File: config.mk
export PLATFORM = sky130hd
export DESIGN_NAME = fetch_seq
export DESIGN_NICKNAME = d
export VERILOG_FILES = /design/src/rtl/fetch_seq.sv
export SDC_FILE = /design/constraint.sdc
export NUM_CORES = 1
export LEC_CHECK = 0
export CAP_MARGIN = 5
export CORE_MARGIN = 8
export CORE_UTILIZATION = 50
export CTS_BUF_LIST = sky130_fd_sc_hd__clkbuf_2
export CTS_CLUSTER_SIZE = 12
export DETAILED_ROUTE_END_ITERATION = 16
export GPL_ROUTABILITY_DRIVEN = 0
export PLACE_DENSITY = 0.76
export SETUP_SLACK_MARGIN = 0.05
export SYNTH_ARGS = -nofsm -noshare
export SYNTH_HDL_FRONTEND = slang
export SYNTH_SLANG_ARGS = --single-unit
File: constraint.sdc
create_clock -name clk -period 4.6 [get_ports clk]
set_input_delay 0.69 -clock clk [delete_from_list [all_inputs] [get_ports clk]]
set_output_delay 0.69 -clock clk [all_outputs]
set_load 0.1 [all_outputs]
File: src/rtl/fetch_seq.sv
// fetch_seq -- instruction-fetch sequencer.
//
// Owns the PC and issues in-order word fetches to instruction memory. It
// buffers the in-order responses in a small {pc, instr} FIFO and presents
// them to ID. A redirect flushes the FIFO. Responses that are still in
// flight at the time of a redirect are dropped while the FSM is in DRAIN.
//
// Ports
//   clk, rst            clock; synchronous active-high reset
//   imem_req_valid/_ready/_addr   fetch request (addr = current PC)
//   imem_rsp_valid/_data          in-order response, no back-pressure
//   redirect_valid/_pc            branch/jump redirect
//   id_valid/_ready, id_pc/_instr instruction toward decode
//   misalign_err                  sticky misaligned-redirect flag
//
// Optional feature: define FETCH_ALIGN_CHECK_EN to make misalign_err live.
// When it is undefined, the low PC bits of a redirect are silently cleared
// and misalign_err is tied low.
module fetch_seq #(
  parameter logic [31:0] RESET_PC   = 32'h8000_0000,
  parameter int          FIFO_DEPTH = 2
) (
  input  logic        clk,
  input  logic        rst,
  output logic        imem_req_valid,
  input  logic        imem_req_ready,
  output logic [31:0] imem_req_addr,
  input  logic        imem_rsp_valid,
  input  logic [31:0] imem_rsp_data,
  input  logic        redirect_valid,
  input  logic [31:0] redirect_pc,
  output logic        id_valid,
  input  logic        id_ready,
  output logic [31:0] id_pc,
  output logic [31:0] id_instr,
  output logic        misalign_err
);
  localparam int CW = $clog2(FIFO_DEPTH + 1);
  localparam int PW = (FIFO_DEPTH > 1) ? $clog2(FIFO_DEPTH) : 1;

  typedef enum logic [1:0] {S_START, S_FETCH, S_DRAIN} state_e;

  state_e                       state_q, state_d;
  logic [31:0]                  pc_q, pc_d, rsp_pc_q, rsp_pc_d;
  logic [CW-1:0]                occ_q, occ_d, outst_q, outst_d;
  logic [PW-1:0]                head_q, head_d, tail_q, tail_d;
  logic [FIFO_DEPTH-1:0][31:0]  fpc_q, finstr_q;

  logic        req_hs, rsp_ok, push, pop;
  logic [31:0] tgt;
  logic [CW:0] credit_used;

  function automatic logic [PW-1:0] ptr_inc(input logic [PW-1:0] p);
    return (p == PW'(FIFO_DEPTH - 1)) ? '0 : p + PW'(1);
  endfunction

  assign tgt         = {redirect_pc[31:2], 2'b00};
  assign credit_used = {1'b0, occ_q} + {1'b0, outst_q};
  // Credits are counted, not FIFO space, so a response always has room.
  // Deliberately independent of redirect_valid and imem_req_ready.
  assign imem_req_valid = (state_q == S_FETCH) && (credit_used < (CW+1)'(FIFO_DEPTH));
  assign imem_req_addr  = pc_q;
  assign id_valid       = (occ_q != '0);
  assign id_pc          = fpc_q[head_q];
  assign id_instr       = finstr_q[head_q];

  assign req_hs = imem_req_valid & imem_req_ready;
  // A response with nothing outstanding is a protocol violation; ignore it.
  assign rsp_ok = imem_rsp_valid & (outst_q != '0);
  assign push   = rsp_ok & (state_q == S_FETCH) & ~redirect_valid;
  assign pop    = id_valid & id_ready & ~redirect_valid;

  always_comb begin
    state_d  = state_q;
    pc_d     = pc_q;
    rsp_pc_d = rsp_pc_q;
    occ_d    = occ_q;
    head_d   = head_q;
    tail_d   = tail_q;
    outst_d  = outst_q;

    // Dropped responses (redirect cycle or DRAIN) still retire a credit.
    if (req_hs) outst_d = outst_d + CW'(1);
    if (rsp_ok) outst_d = outst_d - CW'(1);

    if (redirect_valid) begin
      pc_d     = tgt;
      rsp_pc_d = tgt;
      occ_d    = '0;
      head_d   = '0;
      tail_d   = '0;
      state_d  = (outst_d != '0) ? S_DRAIN : S_FETCH;
    end else begin
      if (req_hs) pc_d = pc_q + 32'd4;
      if (push) begin
        rsp_pc_d = rsp_pc_q + 32'd4;
        tail_d   = ptr_inc(tail_q);
      end
      if (pop) head_d = ptr_inc(head_q);
      if (push && !pop)      occ_d = occ_q + CW'(1);
      else if (!push && pop) occ_d = occ_q - CW'(1);
      unique case (state_q)
        S_START: state_d = S_FETCH;
        S_FETCH: state_d = S_FETCH;
        S_DRAIN: state_d = (outst_d == '0) ? S_FETCH : S_DRAIN;
        default: state_d = S_START;
      endcase
    end
  end

  always_ff @(posedge clk) begin
    if (rst) begin
      state_q  <= S_START;
      pc_q     <= RESET_PC;
      rsp_pc_q <= RESET_PC;
      occ_q    <= '0;
      outst_q  <= '0;
      head_q   <= '0;
      tail_q   <= '0;
      fpc_q    <= '0;
      finstr_q <= '0;
    end else begin
      state_q  <= state_d;
      pc_q     <= pc_d;
      rsp_pc_q <= rsp_pc_d;
      occ_q    <= occ_d;
      outst_q  <= outst_d;
      head_q   <= head_d;
      tail_q   <= tail_d;
      if (push) begin
        fpc_q[tail_q]    <= rsp_pc_q;
        finstr_q[tail_q] <= imem_rsp_data;
      end
    end
  end

`ifdef FETCH_ALIGN_CHECK_EN
  logic misalign_q, misalign_d;
  assign misalign_d   = misalign_q | (redirect_valid & (redirect_pc[1:0] != 2'b00));
  assign misalign_err = misalign_q;
  always_ff @(posedge clk) begin
    if (rst) misalign_q <= 1'b0;
    else     misalign_q <= misalign_d;
  end
`else
  logic unused_lsb;
  assign unused_lsb   = ^redirect_pc[1:0];
  assign misalign_err = 1'b0;
`endif

endmodule
==> flow_summary_export.csv <==
group,metric,value,unit
run_status,status,"finished, final reports clean",
yosys,syn_area,8610,µm²
final_layout,finalNonFillerCells,1401,
timing,skew,0.0386,ns
power,power_frac_comb,23.3,%
yosys,ys_ff_latch,192,
clock_tree,cts_sinks,192,
worst_hold_path,hold_end,"finstr_q[44]",
route,wire_per_inst,15.7,µm
worst_setup_path,rr_startpoint,"outst_q[0]",
yosys,yosys_warnings,0,
clock_tree,hold_buffers,0,
clock_tree,cts_root_buf,"clkbuf_2",
yosys,synthArstFlopShare,0,%
timing,setup_viol,0,
clock_tree,cts_buffers,17,
power,leakagePower,3.76,nW
worst_hold_path,worstHoldStart,"imem_rsp_data[12]",
final_layout,syn2layout_area_growth,21.6,%
clock_tree,cts_resized,0,
route,vias,7381,
timing,postLayoutSetupSlackWorst,0.853,ns
timing,final_hold_viol_count,0,
clock_tree,tritoncts,"built",
worst_hold_path,min_path_type,"in -> reg",
placed_design,io_buffers,161,
worst_setup_path,startpoint_type,"flip-flop",
clock_tree,htreeDepth,4,
worst_setup_path,end_kind,"output port",
timing,post-route-min-period,3.75,ns
timing,fin_crit_sh,81.5,%
clock_tree,clkTransAtPathRegs,0.28,ns
global_route,grt_pass1_wl,36000,µm
yosys,syn_avg_cell_area,8.23,µm²
worst_setup_path,crit_slowest_cell,"clkdlybuf4s50_1",
route,viasPerCell,5.27,
worst_setup_path,worstRegToRegCells,7,
final_layout,mostFrequentLayoutCell,"nand2_1",
power,p_per_area,341,nW/µm²
timing,fin_tns_setup,0,ns
clock_tree,clock_latency,0.77,ns
floorplanning,die_h,147,µm
floorplanning,start_util,50.5,%
global_route,antenna_found_initial,1,
clock_tree,cts_buffer_depth,2,
yosys,netlist_instances,1046,
power,p_sw,1.25,mW
placed_design,placed_cells,1368,
route,drc_errors,0,
floorplanning,die_w,147,µm
floorplanning,core_area,17100,µm²
floorplanning,die-area,21700,µm²
timing,max_slew.worst_pin.slew,1.05,ns
power,internal-power,2.31,mW
global_route,grt_max_degree,97,
worst_setup_path,max_stage_delay,1.18,ns
final_layout,nets,1237,
timing,grt_setup_unrepaired,"no",
route,wl,21900,µm
clock_tree,cts_setup_buffers,0,
floorplanning,row_count,48,
global_route,grt_use_total,20.0,%
timing,slew_violations,0,
power,pwr-share-clk,25.5,%
global_route,overflow,0,
final_layout,drive_gt1_share,13.2,%
worst_setup_path,crit_type,"reg -> out",
worst_setup_path,r2r_end,"imem_req_addr[28]",
route,ant_nets,0,
yosys,seq_area_frac_synth,44.6,%
floorplanning,ioPinCount,169,
worst_setup_path,worstPathArrival,3.06,ns
timing,fmax,267,MHz
timing,holdWs,0.438,ns
flow_run,drv_cap,0,
worst_setup_path,crit_path_max_fanout,26,
yosys,ys.flop_type,"dfxtp_1",
worst_setup_path,required,3.91,ns
yosys,synth.distinct_cells,40,
timing,max-slew-margin-rel,29.1,%
yosys,synth-edff-count,0,
final_layout,layout_common_cells,"nand2_1 (270), dfxtp_1 (191), a21oi_1 (155), clkdlybuf4s50_1 (121), mux2_2 (62)",
power,seq_power_share,51.3,%
route,drt_iter0_drc,456,
placed_design,preCtsSetupSlack,1.41,ns
placed_design,hpwlAfterDp,14400,µm
worst_setup_path,r2r_setup_slack,1.33,ns
global_route,grt_pass1_vias,7085,
route,firstDrtPassIters,5,
power,switching_share,35.2,%
worst_setup_path,crit_path_cell_trace,"mux2_2 > clkdlybuf4s50_1",
power,vdd_ir_drop_max,0.000264,V
worst_hold_path,min_path_cells,3,
## power by group through the flow
stage                     clock [mW]  sequential, mW  combinational (mW)
after CTS                      0.937            1.83               0.834
after floorplan                    0            1.97               0.501
after detailed placement           0            1.86               0.830
after global routing           0.993            1.84               0.885
final                          0.908            1.83               0.830
after global placement             0            1.86               0.824
## cells by family (layout without fill, tap and decap cells)
logic type                 after synthesis  in the layout  synth area share (%)
other                                    1              6                0.0436
buffers and inverters                  109            234                  4.98
and+or+nand+nor                        396            396                  20.5
muxes                                   62             62                  8.11
xor gates and xnor gates                64             64                  6.51
AOI/OAI and AO/OA                      217            217                  14.4
DFF                                    192            192                  44.6
adders and majority gates                5              5                 0.814
## critical path, delay by kind of cell, from the launching register on
kind | cells | cell delay (ns)
buffers and inverters | 1 | 1.18
flip-flops | 1 | 0.83
multiplexers | 1 | 0.29
## cell type report
cell class	instances	area, µm²
Antenna cell	1	2.50
Inverter	32	120
Multi-Input combinational cell	749	4360
Clock inverter	15	184
Sequential cell	192	3840
Tap cell	225	282
Clock buffer	17	85.1
Timing Repair Buffer	170	1590
Fill cell	1536	6580
## metal layers
metal  up-vias  GRT usage, %  wire (µm)
li1       3738             -          -
met1      3414          27.2      10300
met2       207          30.8       9920
met3        22          4.98       1400
met4         0          5.86        306
met5         -             0          0
## state kept, by name, indices dropped and copies added, names as in the netlist
signal / flops
finstr_q: 64
fpc_q: 60
imem_req_addr: 30
rsp_pc_q: 30
occ_q: 2
outst_q: 2
state_q: 2
head_q: 1
tail_q: 1
## synth_stat cells (all sizes together) (2+ instances only)
library cell / number / area [µm²]
a31oi: 3 / 18.8
buf: 10 / 57.6
inv: 32 / 120
xor2: 40 / 350
xnor2: 24 / 210
and4: 7 / 61.3
nor2: 20 / 75.1
a21oi: 155 / 776
dfxtp: 192 / 3840
and3: 6 / 37.5
a21boi: 43 / 323
mux2: 62 / 698
nand3: 25 / 125
nand2: 271 / 1020
ha: 4 / 50.1
clkbuf: 67 / 251
and2: 10 / 62.6
or2: 2 / 12.5
a211oi: 5 / 37.5
o21a: 6 / 45.0
nand4: 29 / 181
nor4: 7 / 71.3
o21bai: 2 / 15.0
nor3: 13 / 65.1
## worst max path at each step
stage / start / depth (start not counted) / end
after floorplan: occ_q[0] / 10 / imem_req_addr[6]
after global placement: occ_q[0] / 7 / imem_req_addr[26]
after detailed placement: occ_q[0] / 7 / imem_req_addr[28]
after CTS: head_q / 2 / id_pc[8]
after global routing: head_q / 2 / id_pc[9]
final: head_q / 2 / id_pc[8]
## per-stage QoR
step                instance area (µm²)  utilization (%)  total power, mW
finish                            10500             61.4             3.57
global route                      10500             61.4             3.72
CTS                               10500             61.4             3.60
detailed placement                10200             59.8             2.69
global placement                  10200             59.8             2.68
floorplan                          8630                -             2.47
Note: power is estimated with default switching activity, not from simulation.
